**src/rtl/usb_tx_sequencer.sv**
```systemverilog
// USB transmit sequencer: serialises SYNC, PID, payload bytes and an optional CRC16 phase into the bit stuffer.
// Optional feature: define TX_CRC16_EN to insert the 16-advance CRC16 phase after the last data byte.
module usb_tx_sequencer (
    input  logic       gclk,
    input  logic       reset_l,
    input  logic       tx_valid,
    input  logic [7:0] tx_data,
    input  logic       tx_last,
    output logic       tx_ready,
    input  logic       halt_tx_shift,
    output logic       stuff_din,
    output logic       start_bit_stuff,
    output logic       cs1_l,
    output logic       shift_tx_crc16,
    output logic       eop_req,
    output logic       busy,
    output logic       tx_err
);

    typedef enum logic [2:0] {IDLE, CLR, SYNC, PID, DATA, CRC, EOP, ERR} state_t;

    state_t     state_reg, state_next;
    logic [2:0] bit_cnt_reg, bit_cnt_next;
    logic [7:0] data_sr_reg, data_sr_next;
    logic       last_reg, last_next;
    logic       pid_only_reg, pid_only_next;
    logic [2:0] cyc_cnt_reg, cyc_cnt_next;
    logic       tx_err_reg, tx_err_next;
    logic       ready_en_reg;
    logic       advance;
    logic       byte_end;
`ifdef TX_CRC16_EN
    logic [3:0] crc_cnt_reg, crc_cnt_next;
`endif

    // ready_en_reg keeps tx_ready low until the first edge after reset release
    always_ff @(posedge gclk or negedge reset_l) begin
        if (!reset_l) begin
            state_reg    <= IDLE;
            bit_cnt_reg  <= 3'd0;
            data_sr_reg  <= 8'd0;
            last_reg     <= 1'b0;
            pid_only_reg <= 1'b0;
            cyc_cnt_reg  <= 3'd0;
            tx_err_reg   <= 1'b0;
            ready_en_reg <= 1'b0;
        end else begin
            state_reg    <= state_next;
            bit_cnt_reg  <= bit_cnt_next;
            data_sr_reg  <= data_sr_next;
            last_reg     <= last_next;
            pid_only_reg <= pid_only_next;
            cyc_cnt_reg  <= cyc_cnt_next;
            tx_err_reg   <= tx_err_next;
            ready_en_reg <= 1'b1;
        end
    end

`ifdef TX_CRC16_EN
    always_ff @(posedge gclk or negedge reset_l) begin
        if (!reset_l) begin
            crc_cnt_reg <= 4'd0;
        end else begin
            crc_cnt_reg <= crc_cnt_next;
        end
    end
`endif

    assign advance  = ((state_reg == SYNC) || (state_reg == PID) ||
                       (state_reg == DATA) || (state_reg == CRC)) && !halt_tx_shift;
    assign byte_end = advance && (bit_cnt_reg == 3'd7);
    assign busy     = (state_reg != IDLE);
    assign tx_err   = tx_err_reg;

    always_comb begin
        state_next      = state_reg;
        bit_cnt_next    = bit_cnt_reg;
        data_sr_next    = data_sr_reg;
        last_next       = last_reg;
        pid_only_next   = pid_only_reg;
        cyc_cnt_next    = cyc_cnt_reg;
        tx_err_next     = 1'b0;
        tx_ready        = 1'b0;
        stuff_din       = 1'b0;
        start_bit_stuff = 1'b0;
        cs1_l           = 1'b1;
        shift_tx_crc16  = 1'b0;
        eop_req         = 1'b0;
`ifdef TX_CRC16_EN
        crc_cnt_next    = crc_cnt_reg;
`endif

        if (advance && (state_reg != CRC)) begin
            bit_cnt_next = bit_cnt_reg + 3'd1;
        end
        if (advance && ((state_reg == PID) || (state_reg == DATA))) begin
            data_sr_next = {1'b0, data_sr_reg[7:1]};
        end

        case (state_reg)
            IDLE: begin
                tx_ready = ready_en_reg;
                if (tx_valid && ready_en_reg) begin
                    data_sr_next  = tx_data;
                    pid_only_next = tx_last;
                    bit_cnt_next  = 3'd0;
                    state_next    = CLR;
                end
            end
            CLR: begin
                cs1_l      = 1'b0;
                state_next = SYNC;
            end
            SYNC: begin
                start_bit_stuff = 1'b1;
                stuff_din       = (bit_cnt_reg == 3'd7);
                if (byte_end) begin
                    state_next = PID;
                end
            end
            PID: begin
                start_bit_stuff = 1'b1;
                stuff_din       = data_sr_reg[0];
                tx_ready        = (bit_cnt_reg == 3'd7) && !pid_only_reg;
                if (byte_end && pid_only_reg) begin
                    cyc_cnt_next = 3'd0;
                    state_next   = EOP;
                end
            end
            DATA: begin
                start_bit_stuff = 1'b1;
                stuff_din       = data_sr_reg[0];
                tx_ready        = (bit_cnt_reg == 3'd7) && !last_reg;
                if (byte_end && last_reg) begin
`ifdef TX_CRC16_EN
                    crc_cnt_next = 4'd0;
                    state_next   = CRC;
`else
                    cyc_cnt_next = 3'd0;
                    state_next   = EOP;
`endif
                end
            end
`ifdef TX_CRC16_EN
            CRC: begin
                start_bit_stuff = 1'b1;
                shift_tx_crc16  = 1'b1;
                if (advance) begin
                    crc_cnt_next = crc_cnt_reg + 4'd1;
                    if (crc_cnt_reg == 4'd15) begin
                        cyc_cnt_next = 3'd0;
                        state_next   = EOP;
                    end
                end
            end
`endif
            EOP: begin
                eop_req      = 1'b1;
                cyc_cnt_next = cyc_cnt_reg + 3'd1;
                if (cyc_cnt_reg == 3'd2) begin
                    cyc_cnt_next = 3'd0;
                    state_next   = IDLE;
                end
            end
            ERR: begin
                stuff_din    = 1'b1;
                cyc_cnt_next = cyc_cnt_reg + 3'd1;
                if (cyc_cnt_reg == 3'd7) begin
                    cyc_cnt_next = 3'd0;
                    state_next   = EOP;
                end
            end
            default: begin
                state_next = IDLE;
            end
        endcase

        // Byte fetch: the handshake only counts on the edge that shifts out bit 7
        if (byte_end && tx_ready) begin
            if (tx_valid) begin
                data_sr_next = tx_data;
                last_next    = tx_last;
                state_next   = DATA;
            end else begin
                tx_err_next  = 1'b1;
                cyc_cnt_next = 3'd0;
                state_next   = ERR;
            end
        end
    end

endmodule

```
**config.mk**
```make
export PLATFORM = sky130hd
export DESIGN_NAME = usb_tx_sequencer
export DESIGN_NICKNAME = d
export VERILOG_FILES = /design/src/rtl/usb_tx_sequencer.sv
export SDC_FILE = /design/constraint.sdc
export NUM_CORES = 1
export LEC_CHECK = 0
export CAP_MARGIN = 20
export CELL_PAD_IN_SITES_DETAIL_PLACEMENT = 1
export CELL_PAD_IN_SITES_GLOBAL_PLACEMENT = 1
export CORE_MARGIN = 3
export CORE_UTILIZATION = 42
export DETAILED_ROUTE_END_ITERATION = 6
export GPL_TIMING_DRIVEN = 0
export PLACE_DENSITY_LB_ADDON = 0.15
export SETUP_SLACK_MARGIN = 0.2
export SYNTH_ARGS = -nofsm -noshare
export SYNTH_HDL_FRONTEND = slang
export SYNTH_SLANG_ARGS = --single-unit
```
**constraint.sdc**
```tcl
create_clock -name gclk -period 3.07 [get_ports gclk]
set_input_delay 0.614 -clock gclk [delete_from_list [all_inputs] [get_ports gclk]]
set_output_delay 0.614 -clock gclk [all_outputs]
set_load 0.005 [all_outputs]
```
Word level (Yosys, flattened, before mapping)

Index checks and enable logic that the tools add are counted.

Add/subtract/negate cells: 2
Eq/ne operators: 17
Mux-type cells: 31
Reduce and logical (&&, ||, !) cells: 24

Operators by type and width:

| operator                                               | number |
|---|---|
| two-way mux 3 bit                                      | 16 |
| two-way mux 8 bit                                      | 5 |
| one-hot mux 3 bit (7 select lines)                     | 1 |
| == test 3 bit (second input constant)                  | 6 |
| inequality test 3 bit (second input constant)          | 4 |
| one-hot mux 3 bit (4 select lines)                     | 1 |
| logical AND 1 bit                                      | 10 |
| == test 3 x 2 -> 1 bit (second input constant)         | 3 |
| adder 3 x 1 -> 3 bit (second input constant)           | 2 |
| inequality test 3 x 1 -> 1 bit (second input constant) | 2 |
| one-hot mux 1 bit (3 select lines)                     | 2 |
| AND reduction 6 bit                                    | 1 |
| two-way mux 1 bit                                      | 5 |
| logical OR 1 bit                                       | 4 |
| AND reduction 2 bit                                    | 2 |
| == test 3 x 1 -> 1 bit (second input constant)         | 1 |
| zero test 1 bit                                        | 3 |
| zero test 3 bit                                        | 1 |
| inequality test 3 x 2 -> 1 bit (second input constant) | 1 |
| nonzero test 3 bit                                     | 1 |
| OR reduction 3 bit                                     | 1 |
| two-way mux 2 bit                                      | 1 |
| OR reduction 2 bit                                     | 1 |

Bits in registers: 21
Bits of input ports: 13
Output and inout port bits: 8
Logic and storage cells: 82

Logic depth before layout (Yosys ltp)

Gate-level depths: netlist of run 1.

Depth in word-level cells: 11
Gate-level depth with buffers: 9
Mapped depth without buffers: 6

Worst setup path after synthesis of run 1

No wires, ideal clock.

Path kind: register to register
Start: reg state_reg[2]
End: reg data_sr_reg[0]
Setup time: 0.128 ns
Arrival: 2.148 ns
Required time: 2.942 ns
Slack: 0.794 ns
Stages on the path, launching flop included: 9
Buffers on the path: 2
Clock period less this slack: 2.276 ns
Cells stage by stage: dfrtp_1 > buf_4 > clkinv_1 > ha_1 > and3b_1 > clkbuf_1 > o21a_1 > o21ai_4 > mux2_1

Word-level cells in the longest chain between the ends: 11
Elaborated cells between the ends (all ways): 19
Classes of those cells: eq/ne (4); mux (6); reduce/logical (9)

Ends and longest elaborated chain:

| item                                      | RTL line    | text |
|---|---|---|
| start: declaration                        | 22          | `state_t state_reg, state_next;` |
| start signal: assignment                  | 48          | `state_reg <= state_next;` |
| == test 3 x 2 -> 1 bit (on tied branches) | 69, 96, 100 |  |
| logical OR 1 bit (2 in a row)             | 69          | `assign advance = ((state_reg == SYNC) \|\| (state_reg == PID) \|\|` |
| logical OR 1 bit                          | 70          | `(state_reg == DATA) \|\| (state_reg == CRC)) && !halt_tx_shift;` |
| logical AND 1 bit                         | 70          |  |
| logical AND 1 bit                         | 96          | `if (advance && ((state_reg == PID) \|\| (state_reg == DATA))) begin` |
| two-way mux 8 bit                         | 96          |  |
| two-way mux 8 bit                         | 103         | `if (tx_valid && ready_en_reg) begin` |
| two-way mux 8 bit                         | 100         | `case (state_reg)` |
| two-way mux 8 bit                         | 180         | `if (tx_valid) begin` |
| two-way mux 8 bit *                       | 179         | `if (byte_end && tx_ready) begin` |
| net data_sr_next[0]                       | 24          | `logic [7:0] data_sr_reg, data_sr_next;` |
| end signal: assignment                    | 50          | `data_sr_reg <= data_sr_next;` |
| end: declaration                          | 24          |  |

Mark *: on every way through the listed nets, which the timed path passes. The rest lies on a longest branch.
A chain may end at the register's enable or synchronous reset.

Worst setup path in the final report of run 1

Start: reg state_reg[1]
End: out stuff_din

Word-level cells in the longest chain between the ends: 3
Elaborated cells between the ends (all ways): 6
Classes of those cells: eq/ne (4); mux (1); reduce/logical (1)

Ends and longest elaborated chain:

| item                                                           | RTL line | text |
|---|---|---|
| == test 3 x 2 -> 1 bit / == test 3 bit (equally long branches) | 100      |  |
| OR reduction 2 bit (no source line)                            | --       |  |
| one-hot mux 1 bit (3 select lines) *                           | 100      |  |
| end: declaration                                               | 11       | `output logic stuff_din,` |

Every way passes the cells marked *; elsewhere a longest branch is shown, timed or not.

==> results.toml, run 1 <==
[finish]
final_util = 0.5444
largest_register_ffs = 8
fin_cells = 196
num-fill-cells = 364
n_antenna_cell = 0
drive_gt1_frac = 0.1316
nets = 173
area_delta_synth_final_pct = 20.66

[grt]
track_usage = 0.1775
grt_pass1_wl_um = 5637
grt_pass1_vias = 1176
antenna_found_initial = 0
grt_max_degree = 22
grt_overflow = 0

[timing]
skew_ps = 9.792
rsz0062_at_grt = "no"
postLayoutSetupSlackWorst_ps = 367.7
finalCritPeriodShare = 0.8802
setup_viol = 0
setup-tns-final_ps = 0
report.final.slew_viol_count = 0
fmax_ghz = 0.3700
hold_viol = 0
period_needed_ps = 2702

[power_and_ir_drop]
powerDensity_mw_per_mm2 = 757.3
total_power_w = 0.001290
power_leakage_nw = 0.7331
ir_worst_vdd_mv = 0.4137

[setup_path]
cp_max_fo = 10
crit_family = "buffers and inverters"
path_buf_inv = 3
critPathSlowestCell = "clkdlybuf4s50_1"
criticalPathCategory = "reg -> out"
required_ps = 2460
cp.depth = 6
cpPeakStageDelay_ps = 530
reg2reg_depth = 8
cp-end-kind = "output port"
critPathArrivalTime_ps = 2090
cp-start-kind = "register"
path_cells = "buf_4, buf_2, nand2_1, a21boi_0, o22ai_1, clkdlybuf4s50_1"

[yosys]
yosysMostFrequentCell = "dfrtp_1"
netlist_top_cells_area = "dfrtp_1 37%, mux2_1 13%, ha_1 6.2%"
yosys_warnings = 0
synth_cell_type_count = 44
ys_seq_area_frac = 0.3723
syn-instance-count = 128
syn_nets = 148
synthFlopType = "dfrtp_1"
synth_top_area_frac = 0.3723
synthArstFlopShare = 1.000
syn_avg_cell_area_um2 = 11.03
netlist_area_mm2 = 0.001411
ys_ff_latch = 21
synth.largest_area_cell = "dfrtp_1"
synth_edf_count = 0
synth_common_cells = "21 x dfrtp_1, 16 x mux2_1, 8 x nor2_1, 7 x ha_1, 6 x nand2_1"

[min_path]
holdPathStages = 2
hold_path.class = "reg -> reg"

[job]
drv_cap = 0

[clock_network]
cts_made_buffers = 3
cts_root_buf = "clkbuf_4"
cts_buffer_depth = 2
cts_tree = "built"
cts_setup_buffers = 0
cts_hold_buf = 0
clk_latency_ps = 310
clkTransAtPathRegs_ps = 130
cts_resized = 1
htree_num_levels = 1
cts.sinks = 21

[detailed_routing]
vias = 1061
drt-pass1-iter-count = 4
drc = 0
viasPerCell = 5.413
post_drt_wl_per_cell_um = 16.85
wirelength_um = 3302
postRouteAntennaNets = 0
drt_iter0_drc = 37

[placement]
dpl.hpwl_um = 2595
routabilityCongestion = 0.7709
portBuffers = 19
pre_cts_ws_ps = 391.6
dpl.cell_count = 191

[floorplan]
rows = 20
coreArea_mm2 = 0.003128
initial_core_util = 0.4512
die_x_um = 63.97
die_h_um = 63.97
io_pins = 21
dieArea_mm2 = 0.004092

[status]
status = "completed"
[layout by cell type (no fill, tap or decap), types with 2 or more instances in the layout]
master,n
dfrtp_1,21
clkdlybuf4s50_1,19
mux2_1,16
nor2_1,8
ha_1,7
nand2_1,6
o211ai_1,5
a21oi_1,5
mux2i_1,5
inv_1,4
nand2b_1,4
buf_4,3
and3b_1,3
o21ai_0,3
clkbuf_4,3
nand3b_1,2
nor4b_4,2
clkbuf_1,2
a211oi_1,2
nor2b_1,2
mux2_2,2
conb_1,2
[metal layers]
layer  part of all wire  GRT usage
met5                  0          0
met4              0.013    0.05930
met3              0.027    0.02460
met2               0.54     0.3174
met1               0.42     0.2163
[worst min-delay path: stages, from the launching register on]
cell	delay, ps
dfrtp_1	370
mux2i_1	70
nor2_1	70
[final cells by class]
| cell class | count | area, um2 | area share |
|---|---|---|---|
| multi-input cells | 95 | 820.8 | 0.4820 |
| flip-flops and latches | 21 | 525.5 | 0.3086 |
| repair buffers | 20 | 205.2 | 0.1205 |
| well taps | 44 | 55.05 | 0.03233 |
| plain buffers | 7 | 47.55 | 0.02792 |
| clock buffers | 4 | 26.28 | 0.01543 |
| inverters | 5 | 22.52 | 0.01323 |
[power breakdown]
group	leakage [nW]	switching [W]	total [W]	internal [W]
Sequential	0.263	0.0000763	0.000463	0.000386
Clock	0.0150	0.0000886	0.000139	0.0000506
Combinational	0.455	0.000350	0.000688	0.000338
Total	0.733	0.000514	0.00129	0.000775
[worst paths after layout]
kind,to,startpoint,slack (ps)
max,stuff_din,state_reg[1],370
min,bit_cnt_reg[2],bit_cnt_reg[2],550
max reg2reg,data_sr_reg[0],state_reg[2],470
min reg2reg,bit_cnt_reg[2],bit_cnt_reg[2],550
max in group asynchronous,data_sr_reg[2],reset_l,1990
min in group asynchronous,state_reg[1],reset_l,610
[cells by family (layout without fill, tap and decap cells)]
kind of cell,Yosys count,count (layout),share of synthesized area
adder cells (fa/ha/maj),7,7,0.06205
other,2,2,0.005321
AND/OR/NAND/NOR,35,35,0.1729
buffers and inverters,12,36,0.04609
flip-flops,21,21,0.3723
multiplexers,23,23,0.1791
XOR/XNOR,1,1,0.006207
AO/OA/AOI/OAI,27,27,0.1560
[metrics by stage]
step                hold slack, ps  instance area [um2]
floorplan                    318.4                 1411
global placement             511.0                 1657
detailed placement           533.1                 1657
CTS                          562.3                 1684
global route                 596.4                 1703
finish                       550.9                 1703
Note: power is estimated with default switching activity, not from simulation.
==> run 2, diff against run 1 <==
--- a/config.mk
+++ b/config.mk
@@ -12,7 +12,7 @@
 export CORE_UTILIZATION = 42
 export DETAILED_ROUTE_END_ITERATION = 6
 export GPL_TIMING_DRIVEN = 0
-export PLACE_DENSITY_LB_ADDON = 0.15
+export PLACE_DENSITY = 0.76
 export SETUP_SLACK_MARGIN = 0.2
 export SYNTH_ARGS = -nofsm -noshare
 export SYNTH_HDL_FRONTEND = slang
==> run 2 against run 1 <==
Sequential power hardly changed. Die area stayed put. Worst setup slack better by 52 ps. Via count is 3.6% lower. Critical path type unchanged. Worst hold slack better by 5.9 ps. Sequential share of layout area stayed put. Clock skew is 9.1 ps lower. Maximum frequency is 2.0% higher. Final area stayed put. Register-to-register slack hardly changed. Global-route usage is 1.4 points lower. Clock power hardly changed.
==> results.toml, run 2 (synthesis results as in run 1) <==
[status]
status = "completed"

[setup_path]
required_ps = 2460
cpPeakStageDelay_ps = 520
cp-end-kind = "output port"
criticalPathCategory = "reg -> out"
critPathSlowestCell = "clkdlybuf4s50_1"
cp_max_fo = 10
path_cells = "buf_4, buf_2, nand2_1, a21boi_0, o22ai_1, clkdlybuf4s50_1"
path_buf_inv = 3
cp.depth = 6
crit_family = "buffers and inverters"
reg2reg_depth = 8
cp-start-kind = "register"
critPathArrivalTime_ps = 2040

[grt]
grt_pass1_vias = 1098
grt_busiest_layer = "met2"
antenna_found_initial = 0
grt_overflow = 0
grt_max_degree = 22
grt.met1_usage = 0.1963
grt_pass1_wl_um = 5237
gr-usage-met2 = 0.2890
track_usage = 0.1633
grt_use_met3 = 0.02460

[floorplan]
die_h_um = 63.97
initial_core_util = 0.4512
die_x_um = 63.97
coreArea_mm2 = 0.003128
dieArea_mm2 = 0.004092
rows = 20
io_pins = 21

[clock_network]
htree_num_levels = 1
cts_resized = 0
cts_hold_buf = 0
cts_made_buffers = 3
cts_setup_buffers = 0
clk_latency_ps = 310
cts_root_buf = "clkbuf_4"
cts_buffer_depth = 2
cts.sinks = 21
cts_tree = "built"
clkTransAtPathRegs_ps = 120

[power_and_ir_drop]
seq_power_share = 0.360
power.switching_w = 0.0005056
total_power_w = 0.001281
p_sw_frac = 0.3946
internal-power_w = 0.0007756
power_leakage_nw = 0.7331
ir_worst_vdd_mv = 0.3168
clockPowerShare = 0.107
powerDensity_mw_per_mm2 = 752.4
pwr-share-comb = 0.533

[job]
drv_cap = 0

[placement]
portBuffers = 19
pre_cts_ws_ps = 393.6
routabilityCongestion = 0.8011
dpl.hpwl_um = 2375

[detailed_routing]
wirelength_um = 2976
drc = 0
drt-pass1-iter-count = 4
drt_iter0_drc = 16
viasPerCell = 5.219
vias = 1023
postRouteAntennaNets = 0
post_drt_wl_per_cell_um = 15.18

[timing]
fmax_ghz = 0.3773
skew_ps = 0.7381
setup-tns-final_ps = 0
period_needed_ps = 2650
postLayoutSetupSlackWorst_ps = 419.8
timing.hold.ws_ps = 556.7
report.final.slew_viol_count = 0
finalCritPeriodShare = 0.8633
hold_viol = 0
setup_viol = 0
rsz0062_at_grt = "no"

[finish]
nets = 173
n_antenna_cell = 0
final_common_cell = "dfrtp_1"
final_cell_mix = "21 x dfrtp_1, 19 x clkdlybuf4s50_1, 16 x mux2_1"
largest_register_ffs = 8
drive_gt1_frac = 0.1316
area_delta_synth_final_pct = 20.66
final_util = 0.5444

[min_path]
hold_path.class = "reg -> reg"
holdPathStages = 2
run 2: cell counts in the layout (fill, tap and decap cells not counted):
No cell type changed its count.
run 2: final timing paths:
path / from / end / slack (ps)
hold / removal: bit_cnt_reg[1] / bit_cnt_reg[1] / 560
setup / recovery: state_reg[1] / stuff_din / 420
setup reg to reg: state_reg[2] / state_reg[0] / 470
max in group asynchronous: reset_l / pid_only_reg / 2020
min in group asynchronous: reset_l / state_reg[1] / 610
hold reg to reg: bit_cnt_reg[1] / bit_cnt_reg[1] / 560
run 2: cell type report:
class | count | area (um2)
tap | 44 | 55.05
fill | 340 | 1425
clock buffer | 4 | 26.28
multi-input combinational | 95 | 820.8
inverter | 5 | 22.52
sequential | 21 | 525.5
buffer | 7 | 47.55
timing repair buffer | 20 | 205.2
run 2: worst register-to-register path, cell delays in order (launching register included):
cell and delay, ps:
dfrtp_1 480, buf_4 230, clkinvlp_4 200, ha_1 370
and3b_1 180, clkbuf_1 200, a2111oi_1 560, a211oi_2 110
mux2i_1 150
run 2: power by group through the flow:
stage / Clock, W / Combinational [W] / Sequential, W
CTS: 0.000144 / 0.000688 / 0.000462
global route: 0.000160 / 0.000761 / 0.000479
detailed placement: 0 / 0.000683 / 0.000469
global placement: 0 / 0.000645 / 0.000459
floorplan: 0 / 0.000496 / 0.000444
finish: 0.000137 / 0.000682 / 0.000462
run 2: stage by stage:
stage          std cells  cell area, um2
2_1_floorplan        128            1411
3_3_place_gp         191            1657
3_5_place_dp         191            1657
4_1_cts              195            1683
5_1_grt              196            1703
6_report             196            1703
run 2: routing by layer:
metal / routed length (um) / share of wire
met3: 112 / 0.038
met2: 1480 / 0.50
met1: 1330 / 0.45
met4: 52 / 0.017
met5: 0 / 0
